File: src/rtl/uart_pkg.sv
// rtl/uart_pkg.sv - shared UART receiver/transmitter state encoding and oversampling constants
package uart_pkg;

  typedef enum logic [2:0] {
    IDLE,
    START,
    DATA,
    PARITY,
    STOP,
    BREAK
  } uart_state_t;

  localparam int         OVERSAMPLE = 16;
  localparam logic [3:0] SAMPLE_LO  = 4'd7;
  localparam logic [3:0] SAMPLE_MID = 4'd8;
  localparam logic [3:0] SAMPLE_HI  = 4'd9;
  localparam int         DATA_BITS  = 8;

  function automatic logic majority3(input logic a, input logic b, input logic c);
    return (a & b) | (a & c) | (b & c);
  endfunction

endpackage

File: src/rtl/uart_baud_tick.sv
// rtl/uart_baud_tick.sv - fractional accumulator producing one-cycle 16x-baud oversampling ticks
module uart_baud_tick #(
  parameter int unsigned clock_frequency = 100000000
) (
  input  logic        clk,
  input  logic        reset,
  input  logic [31:0] baud_rate,
  output logic        tick
);
  import uart_pkg::*;

  localparam logic [39:0] CLK_FREQ = 40'(clock_frequency);

  logic [39:0] r_acc;
  logic        r_tick;
  logic [39:0] w_inc;
  logic [39:0] w_sum;

  // Held at 40 bits so baud_rate*16 plus the residue never wraps.
  assign w_inc = 40'(baud_rate) * 40'(OVERSAMPLE);
  assign w_sum = r_acc + w_inc;

  always_ff @(posedge clk or posedge reset) begin
    if (reset) begin
      r_acc  <= '0;
      r_tick <= 1'b0;
    end else if (w_sum >= CLK_FREQ) begin
      r_acc  <= w_sum - CLK_FREQ;
      r_tick <= 1'b1;
    end else begin
      r_acc  <= w_sum;
      r_tick <= 1'b0;
    end
  end

  assign tick = r_tick;

endmodule

File: src/rtl/uart_rx_oversample.sv
// rtl/uart_rx_oversample.sv - 16x oversampling majority-vote UART receiver, 8N1 (8E1 with UART_PARITY_EN)
module uart_rx_oversample #(
  parameter int unsigned clock_frequency = 100000000,
  parameter int unsigned OVERSAMPLE      = 16
) (
  input  logic        clk,
  input  logic        reset,
  input  logic [31:0] baud_rate,
  input  logic        rx_in,
  output logic [7:0]  data_out,
  output logic        out_valid,
  input  logic        out_ready,
  output logic        frame_err,
  output logic        overrun,
  output logic        parity_err,
  output logic        busy
);
  import uart_pkg::*;

  logic        r_sync1;
  logic        r_sync2;
  uart_state_t r_state;
  uart_state_t w_next;
  logic [3:0]  r_sc;
  logic [2:0]  r_bit_idx;
  logic [7:0]  r_shift;
  logic        r_s_lo;
  logic        r_s_mid;
  logic [7:0]  r_data;
  logic        r_valid;
  logic        r_frame_err;
  logic        r_overrun;

  logic w_tick;
  logic w_vote;
  logic w_vote_tick;
  logic w_last_tick;
  logic w_start;
  logic w_shift_en;
  logic w_bit_adv;
  logic w_done;
  logic w_ferr;
`ifdef UART_PARITY_EN
  logic r_par;
  logic r_parity_err;
  logic w_par_en;
  logic w_perr;
`endif

  uart_baud_tick #(
    .clock_frequency(clock_frequency)
  ) u_baud_tick (
    .clk      (clk),
    .reset    (reset),
    .baud_rate(baud_rate),
    .tick     (w_tick)
  );

  always_ff @(posedge clk or posedge reset) begin
    if (reset) begin
      r_sync1 <= 1'b1;
      r_sync2 <= 1'b1;
    end else begin
      r_sync1 <= rx_in;
      r_sync2 <= r_sync1;
    end
  end

  assign w_vote      = majority3(r_s_lo, r_s_mid, r_sync2);
  assign w_vote_tick = w_tick && (r_sc == SAMPLE_HI);
  assign w_last_tick = w_tick && (r_sc == 4'(OVERSAMPLE - 1));

  always_ff @(posedge clk or posedge reset) begin
    if (reset) begin
      r_state <= IDLE;
    end else begin
      r_state <= w_next;
    end
  end

  always_comb begin
    w_next     = r_state;
    w_start    = 1'b0;
    w_shift_en = 1'b0;
    w_bit_adv  = 1'b0;
    w_done     = 1'b0;
    w_ferr     = 1'b0;
`ifdef UART_PARITY_EN
    w_par_en   = 1'b0;
    w_perr     = 1'b0;
`endif
    case (r_state)
      IDLE: begin
        // Without a baud rate no ticks arrive, so never leave IDLE.
        if (!r_sync2 && (baud_rate != '0)) begin
          w_next  = START;
          w_start = 1'b1;
        end
      end
      START: begin
        if (w_vote_tick && w_vote) begin
          w_next = IDLE;
        end else if (w_last_tick) begin
          w_next = DATA;
        end
      end
      DATA: begin
        w_shift_en = w_vote_tick;
        if (w_last_tick) begin
          if (r_bit_idx == 3'(DATA_BITS - 1)) begin
`ifdef UART_PARITY_EN
            w_next = PARITY;
`else
            w_next = STOP;
`endif
          end else begin
            w_bit_adv = 1'b1;
          end
        end
      end
`ifdef UART_PARITY_EN
      PARITY: begin
        w_par_en = w_vote_tick;
        if (w_last_tick) begin
          w_next = STOP;
        end
      end
`endif
      STOP: begin
        // Leave at the mid-bit vote rather than sc=15 to gain resync margin.
        if (w_vote_tick) begin
          if (w_vote) begin
`ifdef UART_PARITY_EN
            if ((^r_shift) != r_par) begin
              w_perr = 1'b1;
            end else begin
              w_done = 1'b1;
            end
`else
            w_done = 1'b1;
`endif
            w_next = IDLE;
          end else begin
            w_ferr = 1'b1;
            w_next = BREAK;
          end
        end
      end
      BREAK: begin
        if (r_sync2) begin
          w_next = IDLE;
        end
      end
      default: w_next = IDLE;
    endcase
  end

  always_ff @(posedge clk or posedge reset) begin
    if (reset) begin
      r_sc      <= '0;
      r_bit_idx <= '0;
      r_shift   <= '0;
      r_s_lo    <= 1'b1;
      r_s_mid   <= 1'b1;
`ifdef UART_PARITY_EN
      r_par     <= 1'b0;
`endif
    end else begin
      if (w_start) begin
        r_sc <= '0;
      end else if (w_tick && (r_state != IDLE)) begin
        r_sc <= r_sc + 4'd1;
      end
      if (w_tick && (r_sc == SAMPLE_LO)) begin
        r_s_lo <= r_sync2;
      end
      if (w_tick && (r_sc == SAMPLE_MID)) begin
        r_s_mid <= r_sync2;
      end
      if (w_start) begin
        r_bit_idx <= '0;
      end else if (w_bit_adv) begin
        r_bit_idx <= r_bit_idx + 3'd1;
      end
      if (w_shift_en) begin
        r_shift <= {w_vote, r_shift[7:1]};
      end
`ifdef UART_PARITY_EN
      if (w_par_en) begin
        r_par <= w_vote;
      end
`endif
    end
  end

  // Holding register runs independently of the FSM; a full register drops the new byte.
  always_ff @(posedge clk or posedge reset) begin
    if (reset) begin
      r_data      <= '0;
      r_valid     <= 1'b0;
      r_frame_err <= 1'b0;
      r_overrun   <= 1'b0;
    end else begin
      r_frame_err <= w_ferr;
      r_overrun   <= 1'b0;
      if (w_done && (!r_valid || out_ready)) begin
        r_data  <= r_shift;
        r_valid <= 1'b1;
      end else if (w_done) begin
        r_overrun <= 1'b1;
      end else if (r_valid && out_ready) begin
        r_valid <= 1'b0;
      end
    end
  end

`ifdef UART_PARITY_EN
  always_ff @(posedge clk or posedge reset) begin
    if (reset) begin
      r_parity_err <= 1'b0;
    end else begin
      r_parity_err <= w_perr;
    end
  end
  assign parity_err = r_parity_err;
`else
  assign parity_err = 1'b0;
`endif

  assign data_out  = r_data;
  assign out_valid = r_valid;
  assign frame_err = r_frame_err;
  assign overrun   = r_overrun;
  assign busy      = (r_state != IDLE);

endmodule

File: config.mk
export PLATFORM = sky130hd
export DESIGN_NAME = uart_rx_oversample
export DESIGN_NICKNAME = d
export VERILOG_FILES = /design/src/rtl/uart_pkg.sv /design/src/rtl/uart_baud_tick.sv /design/src/rtl/uart_rx_oversample.sv
export SDC_FILE = /design/constraint.sdc
export NUM_CORES = 1
export LEC_CHECK = 0
export CAP_MARGIN = 20
export CORE_MARGIN = 4
export CORE_UTILIZATION = 50
export CTS_BUF_LIST = sky130_fd_sc_hd__clkbuf_16
export DETAILED_ROUTE_END_ITERATION = 10
export GPL_TIMING_DRIVEN = 0
export PLACE_DENSITY = 0.73
export SLEW_MARGIN = 20
export SYNTH_ARGS = -nofsm -noshare
export SYNTH_HDL_FRONTEND = slang
export SYNTH_SLANG_ARGS = --single-unit
File: constraint.sdc
create_clock -name clk -period 3.66 [get_ports clk]
set_input_delay 0.732 -clock clk [delete_from_list [all_inputs] [get_ports clk]]
set_output_delay 0.732 -clock clk [all_outputs]
set_load 0.02 [all_outputs]
=== Yosys cells after proc, flatten, opt, wreduce, memory -nomap -nowiden ===
Index checks and enable logic that the tools add are counted.

* Add/subtract/negate cells: 4
* $lt $le $gt $ge: 1
* Equal/unequal tests: 16
* Multiplexer cells: 32
* Bitwise gates (word level): 5
* Reductions and logical operators: 20

{| class="wikitable"
|+ Operators with widths
! kind !! count
|-
| $add 40x36->40 || 1
|-
| $ge 40x27->1 const B || 1
|-
| $mux 40 || 1
|-
| $sub 40x27->40 const B || 1
|-
| $reduce_bool 32->1 || 1
|-
| $mux 3 || 10
|-
| $mux 1 || 18
|-
| $pmux 3 s5 || 1
|-
| $eq 4x4->1 const B || 3
|-
| $ne 2x2->1 const B || 5
|-
| $eq 3x3->1 const B || 3
|-
| $logic_and 1x1->1 || 9
|-
| $mux 4 || 2
|-
| $reduce_and 6->1 || 1
|-
| $reduce_bool 2->1 || 3
|-
| $add 4x1->4 const B || 1
|-
| $eq 4x3->1 const B || 1
|-
| $add 3x1->3 const B || 1
|-
| $and 1x1->1 || 3
|-
| $eq 3x1->1 const B || 1
|-
| $eq 3x2->1 const B || 1
|-
| $logic_not 3->1 || 1
|-
| $ne 3x3->1 const B || 1
|-
| $reduce_bool 3->1 || 1
|-
| 5 further kinds || 7
|}

* Register bits after elaboration: 74
* Input bits: 36
* Output and inout bits: 13

=== Longest topological paths before layout ===
Gate-level depths: netlist of run 1.

* Word-level depth: 9
* Gate-level depth with buffers: 17
* Mapped depth without buffers: 15

=== Modules after synthesis ===
A second synthesis of run 1 with hierarchy kept.

* Cell total of the unflattened synthesis: 655
* Area total of the unflattened synthesis: 5764.3 um^2

{| class="wikitable"
|+ Modules (own cells, without submodules)
! module !! instances !! cells each !! area each (um^2)
|-
| uart_baud_tick || 1 || 524 || 4175.3
|-
| uart_rx_oversample || 1 || 131 || 1589.0
|}

=== Least setup slack after synthesis of run 1 ===
OpenSTA, ideal clock, no wires.

* Path type: input -> register
* From: input baud_rate[0]
* To: register u_baud_tick.r_acc[16]
* Arrival: 3.867 ns
* Path slack: -0.335 ns
* Stages on the path: 14
* Buffers on the path: 1
* Cell sequence: ha_1 -> fa_1 -> a211oi_2 -> o21ai_4 -> and3_4 -> o31a_1 -> a311oi_4 -> nand3_2 -> and4_1 -> buf_6 -> nand4_2 -> or2_4 -> or4b_1 -> xnor2_1

* Longest elaborated chain between the ends: 3
* Elaborated cells on any way between the ends: 4
* Classes of those cells: add/sub: 2; order compare: 1; mux: 1

{| class="wikitable"
|+ Ends and longest elaborated chain
! element !! RTL line !! text
|-
| start: declaration || uart_rx_oversample.sv:8 || <nowiki>input logic [31:0] baud_rate,</nowiki>
|-
| $add 40x36->40 * || uart_baud_tick.sv:21 || <nowiki>assign w_sum = r_acc + w_inc;</nowiki>
|-
| $sub 40x27->40 or $ge 40x27->1 (tied branches) || uart_baud_tick.sv:28, uart_baud_tick.sv:27 ||
|-
| $mux 40 * || uart_baud_tick.sv:27 || <nowiki>end else if (w_sum >= CLK_FREQ) begin</nowiki>
|-
| end signal: assignment || uart_baud_tick.sv:28 || <nowiki>r_acc <= w_sum - CLK_FREQ;</nowiki>
|-
| end signal: assignment || uart_baud_tick.sv:31 || <nowiki>r_acc <= w_sum;</nowiki>
|-
| end: declaration || uart_baud_tick.sv:14 || <nowiki>logic [39:0] r_acc;</nowiki>
|}

Every way passes the cells marked *; elsewhere a longest branch is shown, timed or not.
A chain may end at the register's enable or synchronous reset.

=== Worst setup path after layout of run 1 ===
* From: input baud_rate[10]
* To: register u_baud_tick.r_acc[16]

The elaborated chain is that of the path after synthesis.

==> impl_metrics.toml, run 1 <==
[outcome]
outcome = "finished, violations left"
violations = "negative setup slack"

[critical_path]
start_kind = "input port"
critPathMaxStageDelay_ns = 0.47
path_buf_inv = 2
r2r_start = "u_baud_tick.r_acc[4]$_DFF_PP0_"
rrSetupSlack_ns = -0.05
regToRegEndpoint = "u_baud_tick.r_acc[16]$_DFF_PP0_"
required_ns = 3.90
critical_path.endpoint_type = "register"
path_delay_family = "compound AO/OA/AOI/OAI gates"
critical_path_arrival_ns = 4.03
critPathSlowestCell = "clkdlybuf4s50_1"
cp_max_fo = 10
crit_type = "in2reg"
crit_chain = "clkdlybuf4s50_1 > ha_4 > buf_6 > nand2_4 > nor2_4 > a31oi_4 > o211ai_4 > a31o_4 > mux2_4 > o221a_4 > nand4_4 > or2_4 > or4b_4 > xnor2_1"
rr_worst_depth = 13

[min_path]
min_path_type = "reg2reg"
hp-start = "r_sync1$_DFF_PP1_"
worstHoldPathCells = 0
holdPathEnd = "r_sync2$_DFF_PP1_"

[detailed_routing]
drtAntennaViolNets = 0
drt_iter0_markers = 568
vias_per_cell = 6.34
drc = 0
vias = 5822
drtPass1Iterations = 5
wirelength_mm = 18.4
wl_per_cell_um = 20.0

[synth]
synth_area_mm2 = 0.00586
synth_common_cells = "dfrtp_1, nand2_1, nor2_1"
synthTopCellsByArea = "dfrtp_1, ha_1, xnor2_1, nand2_1, a21oi_1"
synthCells = 657
synth_most_common_cell = "dfrtp_1"
synth.distinct_cells = 92
ys_warn_count = 0
synth_top_area_share_pct = 28.2
synth_ff_type = "dfrtp_1"
avgSynthCellArea_um2 = 8.91
yosysSeqAreaShare_pct = 30.0
synth_edf_count = 0
yosys.area.top_type = "dfrtp_1"
ys_ff_latch = 70
async_flop_share_pct = 100
synth_fp_nets = 733

[cells_and_area]
drive_gt1_share_pct = 33.8
area_delta_synth_final_pct = 39.8
antenna_cells = 0
final_core_util_pct = 71.7
fillerInstances = 800
nets = 847

[grt]
grt_pass1_wl_mm = 28.6
grt_pass1_vias = 5825
antenna_found_initial = 0
grt_max_degree = 38
grt_overflow = 0
grtUsageTotal_pct = 27.0

[power]
powerDensity_mw_per_mm2 = 1120
clock_power_share_pct = 9.7
switchingPower_uw = 4330
irDropWorstVdd_mv = 0.591
seqPwrFrac_pct = 14.2
p_leak_uw = 0.00342
total_power_uw = 9150
comb_power_share_pct = 76.1
p_sw_share_pct = 47.4
internal-power_uw = 4810

[sta]
maxSlewHeadroom_pct = 55.9
rsz0062_at_grt = "true"
finalSetupViolCount = 18
worst-slew-pin-transition_ns = 0.655
fmax_mhz = 264
min_period_ns = 3.79
finalCritPeriodShare_pct = 103
finalWorstSetupSlack_ns = -0.126
tns_ns = -0.758
hold_ws_ns = 0.362
skew_ns = 0.00761
slew_viol_final = 0
finalHoldViolCount = 0

[placement]
portBuffers = 47
gp_congestion = 0.976
hpwl_mm = 12.1
post-place-ws_ns = -1.27

[clocking]
clk_pin_slew_ns = 0.06
insertion_delay_ns = 0.35
cts_sinks = 70
clockBufferDepth = 2
cts_tree = "yes"
cts_buffers = 9
cts_root_buf = "clkbuf_16"
htree_levels = 3

[floorplanning]
core_area_mm2 = 0.0114
row_count = 39
ios = 49
fp.dieW_um = 116
die_h_um = 116
fp.dieArea_mm2 = 0.0135
initial_core_util_pct = 51.3

[run]
maxCapViolCount = 0
-- power groups by stage --
stage | clock [uW] | combinational [uW] | sequential, uW
final | 885 | 6960 | 1300
after global routing | 926 | 7440 | 1330
after CTS | 893 | 6280 | 1300
after detailed placement | 0 | 4740 | 1260
after global placement | 0 | 4630 | 1250
after floorplan | 0 | 3750 | 1220
-- stage by stage --
| stage | cell area, um2 | instances |
|---|---|---|
| 2_1_floorplan | 5920 | 657 |
| 4_1_cts | 7910 | 908 |
| 5_1_grt | 8190 | 919 |
| 3_3_place_gp | 6570 | 847 |
| 6_report | 8190 | 919 |
| 3_5_place_dp | 6590 | 848 |
-- worst max path at each step --
stage	from	end	slack [ns]	cells after the start
final	baud_rate[10]	u_baud_tick.r_acc[16]$_DFF_PP0_	-0.13	14
after global routing	baud_rate[27]	u_baud_tick.r_acc[16]$_DFF_PP0_	-0.20	14
after CTS	baud_rate[0]	u_baud_tick.r_acc[16]$_DFF_PP0_	-0.11	14
after detailed placement	baud_rate[0]	u_baud_tick.r_acc[38]$_DFF_PP0_	-1.27	14
after global placement	baud_rate[0]	u_baud_tick.r_acc[38]$_DFF_PP0_	-1.21	14
after floorplan	baud_rate[0]	u_baud_tick.r_acc[16]$_DFF_PP0_	-0.16	13
-- state kept, by name (all words and copies together) (netlist names) --
register           count
r_s_mid                1
r_sync1                1
r_shift                8
u_baud_tick.tick       1
r_state                3
out_valid              1
overrun                1
frame_err              1
data_out               8
r_sync2                1
r_sc                   4
r_s_lo                 1
r_bit_idx              3
u_baud_tick.r_acc     36
-- cell usage in the layout (no fill, tap or decap), types with 7 or more instances in the layout --
cell,count
xor2_1,16
nand2_1,57
ha_1,20
nor3_1,9
a21oi_1,29
and3_1,8
nand4_1,20
o21ai_0,20
a21o_1,13
mux2_2,18
buf_4,61
nand2_2,8
nor4_1,9
inv_1,13
nand3_1,21
clkdlybuf4s50_1,23
mux2i_1,10
nor2_1,39
buf_6,10
clkbuf_16,9
a21oi_2,15
xnor2_1,20
xnor2_2,7
dlygate4sd2_1,18
ha_4,18
o211ai_1,8
and2_1,9
dfrtp_1,66
o21ai_2,14
-- worst register-to-register path, stage by stage, from the launching register on --
cell      delay, ns
dfrtp_1        0.40
ha_4           0.18
fa_2           0.39
a211oi_4       0.31
o211ai_2       0.17
a31oi_4        0.30
o211ai_4       0.20
a31o_4         0.29
mux2_4         0.31
o221a_4        0.26
nand4_4        0.07
or2_4          0.15
or4b_4         0.46
xnor2_1        0.14
-- routing by layer --
metal  vias to the layer above  track usage (%)  part of all wire (%)
met5                         -                0                     0
met2                       209             46.7                    49
li1                       2693                -                     -
met3                        59             4.82                   6.8
met1                      2861             32.8                    41
met4                         0             12.1                   3.9
-- timing repair --
item | CTS | global route
endpoints found under the setup margin | 33 | 33
hold buffers | 0 | 0
setup buffers | 45 | 12
pin swaps | 62 | 37
resized for setup | 165 | 47
-- area by class of cell --
cell class                      instances  area [um2]  share of cell area, %
Multi-Input combinational cell        548        4810                   58.7
Sequential cell                        70        1760                   21.5
Tap cell                              143         179                   2.19
Inverter                               13        51.3                  0.627
Buffer                                 24         205                   2.51
Clock buffer                            9         225                   2.75
Clock inverter                          7        66.3                  0.810
Timing Repair Buffer                  105         895                   10.9
-- cells by family (layout without fill, tap and decap cells) --
kind of cell    after synthesis  count (layout)  share of synthesized area, %
compound gates              175             175                          22.0
simple gates                252             252                          22.9
xor+xnor                     49              49                          7.33
flops                        70              70                          30.0
other cells                   1               1                        0.0640
buf+inv                      39             158                          3.31
mux                          30              30                          5.56
fa+ha+maj                    41              41                          8.85
Power figures use the tool's default switching activity.
==> run 2, diff against run 1 <==
CELL_PAD_IN_SITES_DETAIL_PLACEMENT = 0   (was unset)
CELL_PAD_IN_SITES_GLOBAL_PLACEMENT = 1   (was unset)
CORE_UTILIZATION = 41   (was 50)
PLACE_DENSITY = unset   (was 0.73)
PLACE_DENSITY_LB_ADDON = 0.1   (was unset)
==> impl_metrics.toml, run 2 (synthesis results as in run 1) <==
[outcome]
outcome = "finished, violations left"
violations = "negative setup slack"

[floorplanning]
ios = 49
fp.dieArea_mm2 = 0.0163
die_h_um = 128
fp.dieW_um = 128
initial_core_util_pct = 42.0
core_area_mm2 = 0.0139
row_count = 43

[placement]
gp_congestion = 0.879
portBuffers = 47
post-place-ws_ns = -1.37
detailed_place.area_mm2 = 0.00664
hpwl_mm = 13.2

[cells_and_area]
fillerInstances = 1183
final_common_cell = "dfrtp_1"
antenna_cells = 0
layout_common_cells = "dfrtp_1, buf_4, nand2_1"
multiInputGateArea_mm2 = 0.00495
top_register = "u_baud_tick.r_acc"
area.sequential_mm2 = 0.00176
drive_gt1_share_pct = 36.0
nets = 850
final_core_util_pct = 60.4
area_delta_synth_final_pct = 43.7
fin_area_mm2 = 0.00841
largest_reg_flops = 36

[sta]
finalWorstSetupSlack_ns = -0.177
skew_ns = 0.00978
maxSlewHeadroom_pct = 56.9
slew_viol_final = 0
finalCritPeriodShare_pct = 105
hold_ws_ns = 0.364
worst-slew-pin-transition_ns = 0.641
min_period_ns = 3.84
finalHoldViolCount = 0
tns_ns = -1.81
fmax_mhz = 261
finalSetupViolCount = 20
rsz0062_at_grt = "true"

[grt]
grt_overflow = 0
antenna_found_initial = 0
grt_pass1_wl_mm = 29.2
grt_pass1_vias = 5623
grtUsageTotal_pct = 22.7
grt_max_degree = 40

[critical_path]
path_delay_family = "simple AND/OR/NAND/NOR gates"
rrSetupSlack_ns = -0.09
regToRegEndpoint = "u_baud_tick.r_acc[16]$_DFF_PP0_"
critical_path_arrival_ns = 4.07
start_kind = "input port"
path_buf_inv = 2
rr_worst_depth = 14
critPathSlowestCell = "or4_4"
r2r_start = "u_baud_tick.r_acc[4]$_DFF_PP0_"
crit_chain = "clkdlybuf4s50_1 > ha_4 > nand4_1 > or4_4 > o21ai_2 > a32oi_1 > nand3_1 > xnor2_2 > and3_4 > nand4_4 > or2_4 > buf_8 > and2b_1 > mux2_2"
critPathMaxStageDelay_ns = 0.60
critical_path.endpoint_type = "register"
crit_type = "in2reg"
required_ns = 3.89
cp_max_fo = 10

[min_path]
worstHoldPathCells = 0
hp-start = "r_sync1$_DFF_PP1_"
min_path_type = "reg2reg"
holdPathEnd = "r_sync2$_DFF_PP1_"

[clocking]
insertion_delay_ns = 0.35
ctsHoldBuffers = 0
cts_sinks = 70
htree_levels = 3
cts_tree = "yes"
cts_root_buf = "clkbuf_16"
clk_pin_slew_ns = 0.06
clockBufferDepth = 2
cts_buffers = 9

[detailed_routing]
drt_iter0_markers = 341
wl_per_cell_um = 19.3
drc = 0
drtAntennaViolNets = 0
vias_per_cell = 5.87
vias = 5619
drtPass1Iterations = 6
wirelength_mm = 18.5

[power]
powerDensity_mw_per_mm2 = 1090
p_leak_uw = 0.00349
irDropWorstVdd_mv = 0.543

[run]
maxCapViolCount = 0
==> run 2: cell count changes in the layout (fill, tap and decap cells not counted), moves of 3 or more <==
cell            before  now
dlygate4sd2_1       18   11
a21oi_4              6   11
dlymetal6s2s_1       2    7
nand2_1             57   53
nand2_2              8   12
o21ai_2             14   10
a21oi_2             15   12
nor2_1              39   36
o21ai_4              1    4
==> run 2: how the worst max path moves through the flow <==
stage | start | depth (start not counted) | endpoint | slack [ns]
after floorplan | baud_rate[0] | 13 | u_baud_tick.r_acc[16]$_DFF_PP0_ | -0.16
after global placement | baud_rate[0] | 14 | u_baud_tick.r_acc[38]$_DFF_PP0_ | -1.30
after detailed placement | baud_rate[0] | 14 | u_baud_tick.r_acc[38]$_DFF_PP0_ | -1.37
after CTS | baud_rate[0] | 16 | u_baud_tick.r_acc[16]$_DFF_PP0_ | -0.19
after global routing | baud_rate[1] | 16 | u_baud_tick.r_acc[26]$_DFF_PP0_ | -0.27
final | baud_rate[20] | 14 | u_baud_tick.r_acc[26]$_DFF_PP0_ | -0.18
==> run 2: worst reg2reg max path: cells and delay by family (launching register included) <==
kind	cells	cell delay, ns
buffers and inverters	1	0.16
AND/OR/NAND/NOR	3	0.69
multiplexers	1	0.31
XOR/XNOR	1	0.13
adder cells (fa/ha/maj)	2	0.59
AO/OA/AOI/OAI	6	1.38
flip-flops	1	0.39
==> run 2: final cells by class <==
class,instances,share of cell area (%)
plain buffers,24,2.54
clock buffers,9,2.68
clock inverters,6,0.461
inverters,13,0.610
multi-input cells,548,58.8
flip-flops and latches,70,20.9
well taps,180,2.68
repair buffers,108,11.4
==> run 2: metrics by stage <==
| step | power [uW] | std cells |
|---|---|---|
| finish | 9210 | 958 |
| global route | 9830 | 958 |
| CTS | 8620 | 944 |
| detailed placement | 6060 | 885 |
| global placement | 5980 | 884 |
| floorplan | 4980 | 657 |
==> run 2: routing by layer <==
metal	vias up	global-route usage, %	part of all wire [%]
li1	2674	-	-
met1	2728	30.4	45
met2	178	37.2	47
met3	39	4.47	5.8
met4	0	6.50	2.2
met5	-	0	0
==> run 2: power by group <==
| group | internal (uW) | total, uW | switching, uW |
|---|---|---|---|
| sequential | 1120 | 1310 | 191 |
| combinational | 3300 | 7080 | 3780 |
| clock | 453 | 819 | 365 |
| total | 4870 | 9210 | 4340 |
==> run 2: repair_timing <==
| action | CTS | global route |
|---|---|---|
| setup endpoints to repair | 33 | 33 |
| resized for setup | 177 | 63 |
| pin swaps | 60 | 41 |
| buffers inserted | 45 | 16 |
==> patch 1: new RTL, config.mk and constraints of run 1 <==
The output `frame_err` loses its register stage (`r_frame_err` becomes a continuous assignment).
--- a/src/rtl/uart_rx_oversample.sv
+++ b/src/rtl/uart_rx_oversample.sv
@@ -200,6 +200,4 @@
       r_valid     <= 1'b0;
-      r_frame_err <= 1'b0;
       r_overrun   <= 1'b0;
     end else begin
-      r_frame_err <= w_ferr;
       r_overrun   <= 1'b0;
@@ -216,2 +214,4 @@
 
+  assign r_frame_err = w_ferr;
+
 `ifdef UART_PARITY_EN
Formal check against the unedited RTL: no difference found for any inputs over 10 cycles, from zero or initial values and one cycle with reset high; that may be too few to reach the edited logic, so the function may still have changed.
==> patch 1 against run 1 <==
The run still ends with negative setup slack left. Power is 6.2% higher. Worst setup slack worse by 15 ps. Synthesized area is 0.43% lower. Wire length is 12% higher. Non-clock buffer count is 22 higher. Final area is 3.7% higher. Sequential cell count is 1 lower.
==> patch 1: results (changes against run 1) <==
\begin{tabular}{lr}
\hline
Metric & Value \\
\hline
\multicolumn{2}{l}{\textbf{Power and ir drop}} \\
Worst voltage drop across the vdd grid & 0.774 mV (+31\%) \\
Leak pwr & 3.54 nW (+3.6\%) \\
\multicolumn{2}{l}{\textbf{Detailed routing}} \\
DR vias & 6303 (+8.3\%) \\
Post-detailed-route wirelength per cell & 21.9 µm (+9.8\%) \\
DRT Pass-1 Iters & 6 (+1) \\
DRT iter0 DRCs & 795 (+40\%) \\
\multicolumn{2}{l}{\textbf{Synthesis}} \\
Seq/Total Area, Yosys & 29.7\% (-0.30 points) \\
Top cells by instance count after synthesis & 65 x dfrtp\_1, 65 x nand2\_1, 45 x nor2\_1 \\
Synthesized net count & 732 (-0.14\%) \\
Biggest area contributors in the synthesized netlist & dfrtp\_1 28\%, ha\_1 8.4\%, xnor2\_1 4.4\% \\
\multicolumn{2}{l}{\textbf{Clock network}} \\
Clock latency at the later pin of the worst-skew pair & 350 ps (about the same) \\
Clock root buffer master & clkbuf\_16 \\
Maximum root-to-sink buffer count & 2 (unchanged) \\
\multicolumn{2}{l}{\textbf{Setup path}} \\
Cell at the slowest stage of the critical path & a221oi\_2 \\
Number of cell instances on the worst register-to-register path & 14 (+1) \\
Highest cell delay on the worst timing path & 380 ps (-90 ps) \\
Largest fanout on the critical path & 9 (-1) \\
\multicolumn{2}{l}{\textbf{Cells and area}} \\
Post-layout nets & 868 (+2.5\%) \\
Fraction of final layout cells sized beyond drive strength 1 & 37.9\% (+4.1 points) \\
\multicolumn{2}{l}{\textbf{Run status}} \\
Outcome & finished with violations \\
Failing checks & negative setup slack \\
\multicolumn{2}{l}{\textbf{GRT}} \\
Number of global-route vias before repair & 5975 (+2.6\%) \\
Aggregate global-route resource usage & 27.6\% (+0.63 points) \\
Maximum number of pins on one net before global-route repair & 41 (+7.9\%) \\
Number of antenna violations at the first check in global routing & 0 (unchanged) \\
Global-route wire length before repair & 29400 µm (+2.9\%) \\
\multicolumn{2}{l}{\textbf{Placed design}} \\
Post-placement setup slack & -1200 ps (+66.1 ps) \\
Detail Placement HPWL & 12100 µm (+0.23\%) \\
Final weighted congestion in routability-driven placement & 0.955 (-2.1\%) \\
\multicolumn{2}{l}{\textbf{STA}} \\
Largest clock skew in the final design & 7.14 ps (-0.477 ps) \\
Worst rel slew slack & 56.1\% (+0.22 points) \\
Final worst setup slack & -140 ps (-14.6 ps) \\
Count of final setup violators & 19 (+1) \\
\hline
\end{tabular}
[patch 1: worst paths after layout]
| path | startpoint | to | slack [ps] |
|---|---|---|---|
| max | baud_rate[12] | u_baud_tick.r_acc[26]$_DFF_PP0_ | -140 |
| max reg2reg | u_baud_tick.r_acc[4]$_DFF_PP0_ | u_baud_tick.r_acc[21]$_DFF_PP0_ | -80 |
| min reg2reg | r_sync1$_DFF_PP1_ | r_sync2$_DFF_PP1_ | 360 |
| max in group asynchronous | reset | r_sync1$_DFF_PP1_ | 2310 |
| min | r_sync1$_DFF_PP1_ | r_sync2$_DFF_PP1_ | 360 |
| min in group asynchronous | reset | r_shift[5]$_DFFE_PP0P_ | 740 |
[patch 1: metal layers]
layer	wire (µm)	part of all wire [%]	GRT usage, %	vias to the layer above
met5	0	0	0	-
met4	1120	5.4	13.6	0
met3	1850	9.0	4.49	115
met2	9870	48	46.3	414
met1	7760	38	34.5	3050
li1	-	-	-	2724
[patch 1: power breakdown]
group / internal, W / switching [W] / total (W)
clock: 0.000454 / 0.000362 / 0.000816
sequential: 0.00111 / 0.000201 / 0.00131
combinational: 0.00343 / 0.00416 / 0.00759
total: 0.00499 / 0.00472 / 0.00971
[patch 1: area by class of cell]
cell class | instances | area (µm²)
Clock buffer | 9 | 225
Timing Repair Buffer | 128 | 1110
Multi-Input combinational cell | 548 | 4940
Inverter | 13 | 51.3
Tap cell | 143 | 179
Clock inverter | 7 | 42.5
Fill cell | 749 | 2930
Buffer | 23 | 205
Sequential cell | 69 | 1730
[patch 1: what timing repair did]
item	CTS	global route
setup endpoints to repair	33	33
buffers inserted	48	31
pin swaps	59	57
gates resized for setup	160	92
gates cloned	0	1
[patch 1: cell families after synthesis]
kind of cell / after synthesis / synth area share [%]
muxes: 30 / 5.58
DFF: 69 / 29.7
other: 1 / 0.0643
AOI/OAI and AO/OA: 175 / 22.1
buffers and inverters: 39 / 3.33
xor gates and xnor gates: 49 / 7.36
and+or+nand+nor: 252 / 23.0
adders and majority gates: 41 / 8.88
[patch 1: worst register-to-register path, cell delays in order, from the launching register on]
cell,delay (ps)
dfrtp_1,400
ha_4,170
fa_2,370
a211oi_4,300
o211ai_2,150
a31oi_4,310
o211ai_4,190
a31o_4,280
mux2_4,300
o221a_4,240
nand4_4,70
or2_4,180
clkbuf_16,160
nor3b_1,340
xnor2_1,170
[patch 1: through the flow]
step | instance area [µm²] | setup TNS (ps) | utilization [%] | cells | power, W
after floorplan | 5890 | -525 | - | 656 | 0.00497
after global placement | 6540 | -34980 | 57.3 | 846 | 0.00585
after detailed placement | 6570 | -34040 | 57.5 | 847 | 0.00599
after CTS | 7860 | -359 | 68.8 | 910 | 0.00829
after global routing | 8490 | -3140 | 74.3 | 940 | 0.0101
final | 8490 | -1150 | 74.3 | 940 | 0.00971
==> patch 2: new RTL, settings of run 1 <==
Made on the original files. Build with the macro `UART_PARITY_EN` defined.
--- a/src/rtl/uart_rx_oversample.sv
+++ b/src/rtl/uart_rx_oversample.sv
@@ -1,2 +1,4 @@
 // rtl/uart_rx_oversample.sv - 16x oversampling majority-vote UART receiver, 8N1 (8E1 with UART_PARITY_EN)
+`define UART_PARITY_EN
+
 module uart_rx_oversample #(
Function: no difference found for any inputs over 10 cycles, from zero or initial values and one cycle with reset high; that may be too few to reach the edited logic, so the function may still have changed.
==> patch 2 against run 1 <==
The run still ends with negative setup slack left. Count of clock-buffer cells in the layout did not move. Clock power up 25%. Core utilization rose by 6.6 points. Final area is 4.1% higher. Maximum frequency fell by 8.0%. Sequential cell count grew 2. Wire length rose by 14%. Synthesized area fell by 4.3%. Register-to-register slack lost 270 ps. Power is 9.2% higher. Synthesized cell count fell by 5.0%. Via count increased by 4.8%. Worst setup slack lost 330 ps. Critical path type unchanged. Largest power group unchanged.
==> patch 2: results (changes against run 1) <==
\begin{tabular}{lr}
\hline
Metric & Value \\
\hline
\multicolumn{2}{l}{\textbf{STA}} \\
Count of final setup violators & 33 (+15) \\
Largest clock skew in the final design & 11.8 ps (+4.15 ps) \\
Slew of the pin with the lowest slew margin & 693 ps (+37.5 ps) \\
Final worst setup slack & -453 ps (-327 ps) \\
\multicolumn{2}{l}{\textbf{GRT}} \\
Global-route wire length before repair & 29600 µm (+3.7\%) \\
Routing usage on met3 & 4.03\% (-0.79 points) \\
Met1 track demand over resource in global routing & 37.2\% (+4.4 points) \\
Maximum number of pins on one net before global-route repair & 42 (+11\%) \\
\multicolumn{2}{l}{\textbf{Placed design}} \\
Placed cell area & 6350 µm² (-3.7\%) \\
Detail Placement HPWL & 11400 µm (-5.6\%) \\
Final weighted congestion in routability-driven placement & 0.914 (-6.3\%) \\
\multicolumn{2}{l}{\textbf{Detailed routing}} \\
DR vias & 6099 (+4.8\%) \\
Met2 routed WL & 9730 µm (+8.8\%) \\
\multicolumn{2}{l}{\textbf{Synthesis}} \\
Top cells by instance count after synthesis & 68 x dfrtp\_1, 59 x nand2\_1, 50 x xnor2\_1 \\
Synthesized net count & 700 (-4.5\%) \\
Seq/Total Area, Yosys & 32.2\% (+2.2 points) \\
Syn Inst Count & 624 (-5.0\%) \\
\multicolumn{2}{l}{\textbf{Run status}} \\
Outcome & finished with violations \\
Failing checks & negative setup slack \\
\multicolumn{2}{l}{\textbf{Floorplanning}} \\
Total core area & 10900 µm² (-4.6\%) \\
\multicolumn{2}{l}{\textbf{Cells and area}} \\
Fraction of final layout cells sized beyond drive strength 1 & 38.7\% (+5.0 points) \\
Post-layout nets & 848 (+0.12\%) \\
\multicolumn{2}{l}{\textbf{Setup path}} \\
Cell at the slowest stage of the critical path & nor4\_4 \\
Worst flop-to-flop path startpoint & u\_baud\_tick.r\_acc[26]\$\_DFF\_PP0\_ \\
\multicolumn{2}{l}{\textbf{Power and ir drop}} \\
Leak pwr & 3.53 nW (+3.3\%) \\
\hline
\end{tabular}
-- patch 2: area by class of cell --
class	instances	area (µm²)
plain buffers	25	253
clock buffers	9	225
clock inverters	7	143
fillers	628	2370
inverters	15	58.8
multi-input cells	506	4590
flip-flops and latches	72	1810
well taps	140	175
repair buffers	143	1270
-- patch 2: path summary, 6_finish.rpt --
path                                                         to  slack, ps  cells past startpoint
min in group asynchronous       u_baud_tick.r_acc[27]$_DFF_PP0_        740                      2
worst max register to register  u_baud_tick.r_acc[34]$_DFF_PP0_       -320                     16
worst max-delay path            u_baud_tick.r_acc[34]$_DFF_PP0_       -450                     16
worst min-delay path                          r_sync2$_DFF_PP1_        360                      0
worst min register to register                r_sync2$_DFF_PP1_        360                      0
max in group asynchronous                     r_sync2$_DFF_PP1_       2290                      3
-- patch 2: what timing repair did --
action                     CTS  global route
gates cloned                 1             1
pin swaps                   75            36
buffers inserted            76            17
resized for setup          196            73
setup endpoints to repair   33            33
